[src/rtl/wm_cycle_sequencer_if.sv]
// Bundle of the sequencer's control, settings and status signals.
// The appliance controller/bench is the master; the sequencer is the slave.
interface wm_cycle_sequencer_if #(
  parameter int WIDTH = 5
);
  logic             start;
  logic             pause;
  logic             abort;
  logic [WIDTH-1:0] wash_in;
  logic [WIDTH-1:0] rinse_in;
  logic [WIDTH-1:0] spin_in;
  logic [WIDTH-1:0] cloth_in;
  logic [2:0]       phase;
  logic [WIDTH-1:0] remaining;
  logic [WIDTH+1:0] total_left;
  logic             motor_on;
  logic             valve_on;
  logic             drain_on;
  logic             door_lock;
  logic             busy;
  logic             done;
  logic             error;

  modport master (
    output start, pause, abort, wash_in, rinse_in, spin_in, cloth_in,
    input  phase, remaining, total_left, motor_on, valve_on, drain_on,
           door_lock, busy, done, error
  );

  modport slave (
    input  start, pause, abort, wash_in, rinse_in, spin_in, cloth_in,
    output phase, remaining, total_left, motor_on, valve_on, drain_on,
           door_lock, busy, done, error
  );
endinterface

[src/rtl/wm_cycle_sequencer.sv]
// Timed run-cycle sequencer for one washing machine.
// Steps WASH -> RINSE -> SPIN -> DONE (skipping zero-time phases), with
// pause/abort handling, an abort drain phase, and registered actuator outputs.
module wm_cycle_sequencer #(
  parameter int WIDTH      = 5,
  parameter int TICK_DIV   = 4,
  parameter int CLOTH_MAX  = 20,
  parameter int DRAIN_TIME = 2
) (
  input  logic                  clk,
  input  logic                  rst,
  wm_cycle_sequencer_if.slave   bus
);

  localparam int PW = (TICK_DIV > 1) ? $clog2(TICK_DIV) : 1;

  typedef enum logic [2:0] {
    S_IDLE  = 3'd0,
    S_WASH  = 3'd1,
    S_RINSE = 3'd2,
    S_SPIN  = 3'd3,
    S_DRAIN = 3'd4,
    S_DONE  = 3'd5
  } phase_t;

  phase_t           state, state_n;
  logic [PW-1:0]    presc, presc_n;
  logic [WIDTH-1:0] rem, rem_n;
  logic [WIDTH+1:0] total, total_n;
  logic [WIDTH-1:0] rinse_q, rinse_n;
  logic [WIDTH-1:0] spin_q, spin_n;
  logic             error_q, error_n;

  logic motor_q, motor_n;
  logic valve_q, valve_n;
  logic drain_q, drain_n;
  logic lock_q, lock_n;
  logic busy_q, busy_n;
  logic done_q, done_n;

  logic tick;
  logic hold;
  logic cloth_ok;

  assign tick     = (presc == PW'(TICK_DIV - 1));
  assign cloth_ok = (bus.cloth_in != '0) && (int'(bus.cloth_in) <= CLOTH_MAX);

  // State, counters and registered outputs.
  always_ff @(posedge clk or posedge rst) begin
    if (rst) begin
      state   <= S_IDLE;
      presc   <= '0;
      rem     <= '0;
      total   <= '0;
      rinse_q <= '0;
      spin_q  <= '0;
      error_q <= 1'b0;
      motor_q <= 1'b0;
      valve_q <= 1'b0;
      drain_q <= 1'b0;
      lock_q  <= 1'b0;
      busy_q  <= 1'b0;
      done_q  <= 1'b0;
    end else begin
      state   <= state_n;
      presc   <= presc_n;
      rem     <= rem_n;
      total   <= total_n;
      rinse_q <= rinse_n;
      spin_q  <= spin_n;
      error_q <= error_n;
      motor_q <= motor_n;
      valve_q <= valve_n;
      drain_q <= drain_n;
      lock_q  <= lock_n;
      busy_q  <= busy_n;
      done_q  <= done_n;
    end
  end

  // Next-state, countdown and next-output logic.
  // Outputs are derived from the next state so they line up with phase after each edge.
  always_comb begin
    state_n = state;
    presc_n = presc;
    rem_n   = rem;
    total_n = total;
    rinse_n = rinse_q;
    spin_n  = spin_q;
    error_n = error_q;
    hold    = 1'b0;

    case (state)
      S_IDLE: begin
        if (bus.start) begin
          if (cloth_ok) begin
            error_n = 1'b0;
            rinse_n = bus.rinse_in;
            spin_n  = bus.spin_in;
            presc_n = '0;
            total_n = (WIDTH+2)'(bus.wash_in) + (WIDTH+2)'(bus.rinse_in)
                    + (WIDTH+2)'(bus.spin_in);
            if (bus.wash_in != '0) begin
              state_n = S_WASH;
              rem_n   = bus.wash_in;
            end else if (bus.rinse_in != '0) begin
              state_n = S_RINSE;
              rem_n   = bus.rinse_in;
            end else if (bus.spin_in != '0) begin
              state_n = S_SPIN;
              rem_n   = bus.spin_in;
            end else begin
              state_n = S_DONE;
              rem_n   = '0;
            end
          end else begin
            error_n = 1'b1;
          end
        end
      end

      S_WASH, S_RINSE, S_SPIN: begin
        if (bus.abort) begin
          state_n = S_DRAIN;
          presc_n = '0;
          rem_n   = WIDTH'(DRAIN_TIME);
          total_n = (WIDTH+2)'(DRAIN_TIME);
        end else if (bus.pause) begin
          hold = 1'b1;
        end else if (tick) begin
          presc_n = '0;
          total_n = total - 1'b1;
          if (rem == WIDTH'(1)) begin
            // Phase exhausted: jump to the next phase with a nonzero time, else DONE.
            state_n = S_DONE;
            rem_n   = '0;
            if (state == S_WASH && rinse_q != '0) begin
              state_n = S_RINSE;
              rem_n   = rinse_q;
            end else if (state != S_SPIN && spin_q != '0) begin
              state_n = S_SPIN;
              rem_n   = spin_q;
            end
          end else begin
            rem_n = rem - 1'b1;
          end
        end else begin
          presc_n = presc + PW'(1);
        end
      end

      S_DRAIN: begin
        if (tick) begin
          presc_n = '0;
          rem_n   = rem - 1'b1;
          total_n = total - 1'b1;
          if (rem == WIDTH'(1)) begin
            state_n = S_IDLE;
          end
        end else begin
          presc_n = presc + PW'(1);
        end
      end

      S_DONE: begin
        state_n = S_IDLE;
      end

      default: begin
        state_n = S_IDLE;
        presc_n = '0;
        rem_n   = '0;
        total_n = '0;
      end
    endcase

    motor_n = (state_n inside {S_WASH, S_RINSE, S_SPIN}) && !hold;
    valve_n = (state_n inside {S_WASH, S_RINSE}) && !hold;
    drain_n = ((state_n == S_SPIN) && !hold) || (state_n == S_DRAIN);
    lock_n  = state_n inside {S_WASH, S_RINSE, S_SPIN, S_DRAIN};
    busy_n  = state_n inside {S_WASH, S_RINSE, S_SPIN, S_DRAIN};
    done_n  = (state_n == S_DONE);
  end

  assign bus.phase      = state;
  assign bus.remaining  = rem;
  assign bus.total_left = total;
  assign bus.motor_on   = motor_q;
  assign bus.valve_on   = valve_q;
  assign bus.drain_on   = drain_q;
  assign bus.door_lock  = lock_q;
  assign bus.busy       = busy_q;
  assign bus.done       = done_q;
  assign bus.error      = error_q;

endmodule

[src/flat_wrapper.sv]
// flat-port wrapper written by rule: the top's interface ports become plain ports
module wm_cycle_sequencer_flat 
#(
  parameter int WIDTH      = 5,
  parameter int TICK_DIV   = 4,
  parameter int CLOTH_MAX  = 20,
  parameter int DRAIN_TIME = 2
)
  (clk, rst, bus_start, bus_pause, bus_abort, bus_wash_in, bus_rinse_in, bus_spin_in, bus_cloth_in, bus_phase, bus_remaining, bus_total_left, bus_motor_on, bus_valve_on, bus_drain_on, bus_door_lock, bus_busy, bus_done, bus_error);
  wm_cycle_sequencer_if #(.WIDTH(WIDTH)) bus_i ();
  input  logic clk;
  input  logic rst;
  input wire logic [$bits(bus_i.start)-1:0] bus_start;
  input wire logic [$bits(bus_i.pause)-1:0] bus_pause;
  input wire logic [$bits(bus_i.abort)-1:0] bus_abort;
  input wire logic [$bits(bus_i.wash_in)-1:0] bus_wash_in;
  input wire logic [$bits(bus_i.rinse_in)-1:0] bus_rinse_in;
  input wire logic [$bits(bus_i.spin_in)-1:0] bus_spin_in;
  input wire logic [$bits(bus_i.cloth_in)-1:0] bus_cloth_in;
  output wire logic [$bits(bus_i.phase)-1:0] bus_phase;
  output wire logic [$bits(bus_i.remaining)-1:0] bus_remaining;
  output wire logic [$bits(bus_i.total_left)-1:0] bus_total_left;
  output wire logic [$bits(bus_i.motor_on)-1:0] bus_motor_on;
  output wire logic [$bits(bus_i.valve_on)-1:0] bus_valve_on;
  output wire logic [$bits(bus_i.drain_on)-1:0] bus_drain_on;
  output wire logic [$bits(bus_i.door_lock)-1:0] bus_door_lock;
  output wire logic [$bits(bus_i.busy)-1:0] bus_busy;
  output wire logic [$bits(bus_i.done)-1:0] bus_done;
  output wire logic [$bits(bus_i.error)-1:0] bus_error;
  assign bus_i.start = bus_start;
  assign bus_i.pause = bus_pause;
  assign bus_i.abort = bus_abort;
  assign bus_i.wash_in = bus_wash_in;
  assign bus_i.rinse_in = bus_rinse_in;
  assign bus_i.spin_in = bus_spin_in;
  assign bus_i.cloth_in = bus_cloth_in;
  assign bus_phase = bus_i.phase;
  assign bus_remaining = bus_i.remaining;
  assign bus_total_left = bus_i.total_left;
  assign bus_motor_on = bus_i.motor_on;
  assign bus_valve_on = bus_i.valve_on;
  assign bus_drain_on = bus_i.drain_on;
  assign bus_door_lock = bus_i.door_lock;
  assign bus_busy = bus_i.busy;
  assign bus_done = bus_i.done;
  assign bus_error = bus_i.error;
  wm_cycle_sequencer #(.WIDTH(WIDTH), .TICK_DIV(TICK_DIV), .CLOTH_MAX(CLOTH_MAX), .DRAIN_TIME(DRAIN_TIME)) u_core (.clk(clk), .rst(rst), .bus(bus_i));
endmodule
[config.mk]
export PLATFORM = sky130hd
export DESIGN_NAME = wm_cycle_sequencer_flat
export DESIGN_NICKNAME = d
export VERILOG_FILES = /design/src/rtl/wm_cycle_sequencer_if.sv /design/src/rtl/wm_cycle_sequencer.sv /design/src/flat_wrapper.sv
export SDC_FILE = /design/constraint.sdc
export NUM_CORES = 1
export LEC_CHECK = 0
export ABC_AREA = 1
export CORE_MARGIN = 5
export CORE_UTILIZATION = 45
export DETAILED_ROUTE_END_ITERATION = 8
export GPL_TIMING_DRIVEN = 0
export HOLD_SLACK_MARGIN = 0.06
export PLACE_DENSITY = 0.82
export SYNTH_ARGS = -nofsm -noshare
export SYNTH_HDL_FRONTEND = slang
export SYNTH_SLANG_ARGS = --single-unit
[constraint.sdc]
create_clock -name clk -period 3.6 [get_ports clk]
set_clock_uncertainty 0.1 [all_clocks]
set_input_delay 0.36 -clock clk [delete_from_list [all_inputs] [get_ports clk]]
set_output_delay 0.36 -clock clk [all_outputs]
set_load 0.03 [all_outputs]
==> results of run 1 <==
==> through the flow <==
step	hold slack [ps]	std cells	util	cell area (µm²)	worst slack (ps)
after global routing	342	489	0.584	3180	513
after global placement	368	480	0.558	3030	511
final	302	489	0.584	3180	774
after CTS	392	488	0.579	3150	796
after detailed placement	373	480	0.558	3030	484
after floorplan	353	362	-	2480	1230
==> worst register-to-register path: cells and delay by family, from the launching register on <==
| kind | cells | cell delay, ps |
|---|---|---|
| buffers and inverters | 1 | 60 |
| and+or+nand+nor | 8 | 950 |
| DFF | 1 | 480 |
| AOI/OAI and AO/OA | 1 | 290 |
==> synth_stat cells (all sizes together) <==
library cell	instances
o211ai	5
a31oi	1
dfrtp	33
fa	2
nor2	39
o21a	2
nand2	110
xnor2	4
inv	57
o22ai	3
ha	14
and3	1
buf	1
clkbuf	2
o31ai	1
nor3b	1
nor3	5
nand3	18
nand3b	3
o21ai	35
nand4	7
xor2	6
a21oi	12
==> cell families (layout without fill, tap and decap cells) <==
logic type,after synthesis,in the layout,share of synthesized area
AND/OR/NAND/NOR,184,184,0.320
AO/OA/AOI/OAI,59,59,0.134
adder cells (fa/ha/maj),16,16,0.0867
XOR/XNOR,10,10,0.0353
buffers and inverters,60,115,0.0922
flip-flops,33,33,0.332
==> cell type report <==
cell class / count / area (µm²) / area share
Clock inverter: 1 / 30.0 / 0.00945
Inverter: 57 / 214 / 0.0673
Buffer: 3 / 15.0 / 0.00472
Timing Repair Buffer: 47 / 488 / 0.154
Multi-Input combinational cell: 269 / 1430 / 0.450
Tap cell: 72 / 90.1 / 0.0283
Clock buffer: 7 / 86.3 / 0.0272
Sequential cell: 33 / 826 / 0.260
==> power groups by stage <==
stage               Sequential, µW  Combinational, µW  Clock, µW
global route                   700               1400        391
floorplan                      827                674          0
detailed placement             678               1240          0
finish                         677               1250        367
global placement               675               1210          0
CTS                            674               1250        373
==> worst paths after layout <==
path	cells past startpoint	slack [ps]	endpoint
worst max-delay path	16	770	u_core.bus.total_left[5]
worst min-delay path	2	300	u_core.presc[0]
worst max register to register	10	1600	u_core.bus.remaining[3]
worst min register to register	2	390	u_core.rinse_q[2]
max in group asynchronous	3	2640	u_core.rinse_q[2]
min in group clk	2	390	u_core.rinse_q[2]
==> metal layers <==
metal / vias up / share of wire
li1: 1273 / -
met2: 81 / 0.50
met1: 1192 / 0.42
met5: - / 0
met4: 0 / 0.021
met3: 15 / 0.052
==> registers in the layout, indices dropped and copies added (netlist names) <==
signal	count
u_core.spin_q	5
u_core.bus.done	1
u_core.bus.motor_on	1
u_core.bus.drain_on	1
u_core.bus.phase	3
u_core.bus.door_lock	1
u_core.bus.total_left	7
u_core.presc	2
u_core.bus.remaining	5
u_core.bus.valve_on	1
u_core.bus.error	1
u_core.rinse_q	5
==> flow_metrics.tcl, run 1 <==
set metrics [dict create \
    status "finished clean" \
    crit_start "bus_rinse_in[0]" \
    die_area_um2 7100 \
    cts_tree "built" \
    slew-limit-headroom 0.519 \
    cts_setup_buffers 0 \
    leakage_uw 0.00158 \
    cts-buffers-inserted 5 \
    num_rows 27 \
    gr-total-overflow 0 \
    hp-class "in2async" \
    synth_warnings 0 \
    worstMarginPinSlew_ps 717 \
    grt-busiest-layer "met2" \
    firstDrtPassIters 5 \
    wl_mm 6.55 \
    nFillCells 509 \
    end_kind "register" \
    ctsLongestPathBuffers 2 \
    n_antenna_cell 0 \
    dr.first_iter.drc_count 102 \
    synthesis.area_um2 2480 \
    areaGrowthSynthToFinish_pct 28.0 \
    clk_latency_ps 290 \
    cap_violations 0 \
    yosysUniqueCellTypes 31 \
    startpoint_type "input pin" \
    max_clock_freq_ghz 0.354 \
    synthTopCellsByArea "dfrtp_1, nand2_1, inv_1" \
    ios 47 \
    intPower_uw 1240 \
    drive_gt1_frac 0.0600 \
    routabilityCongestion 0.940 \
    powerDensity_nw_per_um2 723 \
    antenna_found_initial 0 \
    clk_pin_slew_ps 70 \
    drtAntennaViolNets 0 \
    finalSetupTns_ps 0 \
    yosys.area.top_type "dfrtp_1" \
    start_util 0.457 \
    viasPerCell 5.24 \
    fin_crit_sh 0.785 \
    wire_per_inst_um 13.4 \
    grt_pass1_vias 2525 \
    ys_seq_elements 33 \
    place.detailed.hpwl_mm 5.23 \
    slew_violations 0 \
    nNetsFinal 457 \
    cp_top_family "adder cells" \
    critPathKind "in2reg" \
    final_cell_mix "nand2_1, inv_1, clkdlybuf4s50_1" \
    clock_sinks 33 \
    ys_seq_area_frac 0.332 \
    synthCells 362 \
    setup_violations 0 \
    crit_fanout 4 \
    power_uw 2300 \
    seqPwrFrac 0.295 \
    synth_top_area_share 0.332 \
    drcViolationCount 0 \
    cts_resized 0 \
    cts_root_buffer "clkbuf_8" \
    grt_max_degree 34 \
    r2r_start "u_core.bus.phase[1]" \
    power.share.clock 0.160 \
    p_comb_frac 0.545 \
    hold_buffers 0 \
    crit_path_cell_trace "clkdlybuf4s50_1, ha_1, inv_1, fa_1, o21ai_0, xor2_1, ha_1, nand2_1, nor3_1, nand2_1, o211ai_1, nand2_1, nand2_1, o21ai_0, nand2_1, nand2_1" \
    hold_viol 0 \
    cp_num_buf_inv 2 \
    grt_use_met2 0.335 \
    irDropWorstVdd_v 0.000426 \
    grt_pass1_wl_mm 11.2 \
    avgSynthCellArea_um2 6.86 \
    synth_fp_nets 403 \
    cpMostUsedCell "nand2_1" \
    die_h_um 84.3 \
    final_common_cell "nand2_1" \
    cp.arrival_ps 2910 \
    htreeDepth 2 \
    grt_use_met3 0.0343 \
    critPathSlowestCell "clkdlybuf4s50_1" \
    max_stage_delay_ps 530 \
    core_um2 5440 \
    crit_required_ps 3690 \
    port-buffer-count 46 \
    switching_share 0.459 \
    rsz0062_at_grt "false" \
    grt_use_total 0.190 \
    die_x_um 84.3 \
    period_needed_ps 2830 \
    vias 2561 \
    netSwitchingPower_uw 1060 \
    met1_usage 0.228 \
]
Note: power is estimated with default switching activity, not from simulation.
==> run 2: changes to the inputs <==
- clock period: 3.6 -> 2.8 ns (I/O delays scaled with it)
==> run 2 against run 1 <==
Sequential share of layout area is 0.22 points lower. Register-to-register slack worse by 810 ps. Core utilization is 0.51 points higher. Routed wire length is 1.1% higher. Critical path depth stayed put. Flip-flop and latch count stayed put. First-iteration DRC count is 18% higher. Non-clock buffer count stayed put. Global-route usage stayed put. Via count is 0.39% higher. Clock power is 28% higher.
==> flow_metrics.tcl, run 2 (synthesized netlist as in run 1, its figures left out) <==
set metrics [dict create \
    drive_gt1_frac 0.0719 \
    final_cell_mix "nand2_1, inv_1, clkdlybuf4s50_1" \
    wire_per_inst_um 13.5 \
    drtAntennaViolNets 0 \
    gr-total-overflow 0 \
    wl_mm 6.62 \
    final_common_cell "nand2_1" \
    worstMarginPinSlew_ps 722 \
    core_um2 5440 \
    cts_root_buffer "clkbuf_8" \
    cp_num_buf_inv 2 \
    crit_start "bus_wash_in[0]" \
    nNetsFinal 457 \
    slew-limit-headroom 0.515 \
    cp_top_family "adder cells" \
    slew_violations 0 \
    ios 47 \
    crit_required_ps 2890 \
    cts_tree "built" \
    r2r_start "u_core.bus.phase[1]" \
    htreeDepth 2 \
    areaGrowthSynthToFinish_pct 29.1 \
    routabilityCongestion 0.940 \
    largest_register_ffs 7 \
    cts_setup_buffers 0 \
    crit_path_cell_trace "clkdlybuf4s50_1, ha_1, inv_1, fa_2, o21ai_2, xor2_1, ha_1, nand2_1, nor3_1, nand2_1, o211ai_1, nand2_1, nand2_1, o21ai_1, nand2_1, nand2_1" \
    powerDensity_nw_per_um2 926 \
    cts_resized 0 \
    port-buffer-count 46 \
    period_needed_ps 2610 \
    antenna_found_initial 0 \
    grt_pass1_wl_mm 11.2 \
    fin_crit_sh 0.934 \
    cts-buffers-inserted 5 \
    hold_viol 0 \
    startpoint_type "input pin" \
    dr.first_iter.drc_count 120 \
    viasPerCell 5.26 \
    rsz0062_at_grt "false" \
    leakage_uw 0.00159 \
    status "finished clean" \
    clock_sinks 33 \
    place.detailed.hpwl_mm 5.23 \
    hp-class "in2async" \
    n_antenna_cell 0 \
    setup_violations 0 \
    vias 2571 \
    critPathSlowestCell "clkdlybuf4s50_1" \
    grt_max_degree 34 \
    fin_util 0.589 \
    critPathKind "in2reg" \
    cap_violations 0 \
    end_kind "register" \
    cpMostUsedCell "nand2_1" \
    ctsLongestPathBuffers 2 \
    max_stage_delay_ps 530 \
    hold_buffers 0 \
    crit_fanout 4 \
    irDropWorstVdd_v 0.000548 \
    drcViolationCount 0 \
    grt_pass1_vias 2525 \
    max_clock_freq_ghz 0.383 \
    finalSetupTns_ps 0 \
    grt_use_total 0.190 \
    clk_pin_slew_ps 70 \
    die_x_um 84.3 \
    num_rows 27 \
    clk_latency_ps 290 \
    power_uw 2970 \
    cp.arrival_ps 2700 \
    die_area_um2 7100 \
    firstDrtPassIters 5 \
    die_h_um 84.3 \
    start_util 0.457 \
]
[run 2: cell counts in the layout (fill, tap and decap cells not counted)]
Identical to the previous run, type by type.
[run 2: final cells by class]
| class | count | area [µm²] |
|---|---|---|
| buffer | 3 | 15.0 |
| timing repair buffer | 47 | 488 |
| fill | 504 | 2230 |
| sequential | 33 | 826 |
| inverter | 57 | 214 |
| clock inverter | 1 | 30.0 |
| multi-input combinational | 269 | 1460 |
| clock buffer | 7 | 86.3 |
| tap | 72 | 90.1 |
[run 2: power by group]
group,switching [µW],internal [µW]
sequential,190,680
combinational,994,632
clock,181,290
total,1360,1600
[run 2: routing by layer]
| metal | up-vias | GRT usage | part of all wire |
|---|---|---|---|
| met5 | - | 0 | 0 |
| met4 | 0 | 0.0760 | 0.025 |
| met3 | 21 | 0.0343 | 0.061 |
| met2 | 92 | 0.335 | 0.50 |
| met1 | 1187 | 0.228 | 0.41 |
| li1 | 1271 | - | - |
[run 2: worst paths after layout]
path	end	slack [ps]	depth (start not counted)
min reg2reg	u_core.rinse_q[2]	390	2
max reg2reg	u_core.bus.remaining[3]	790	10
min	u_core.presc[0]	220	2
min in group clk	u_core.rinse_q[2]	390	2
max	u_core.bus.total_left[5]	190	16
max in group asynchronous	u_core.rinse_q[2]	1920	3
[run 2: metrics by stage]
| step | hold slack (ps) | cells | instance area, µm² | setup slack (ps) |
|---|---|---|---|---|
| 6_report | 224 | 489 | 3210 | 186 |
| 5_1_grt | 262 | 489 | 3210 | 0.814 |
| 3_3_place_gp | 368 | 480 | 3030 | -209 |
| 4_1_cts | 392 | 488 | 3150 | 75.5 |
| 3_5_place_dp | 373 | 480 | 3030 | -236 |
| 2_1_floorplan | 309 | 362 | 2480 | 511 |
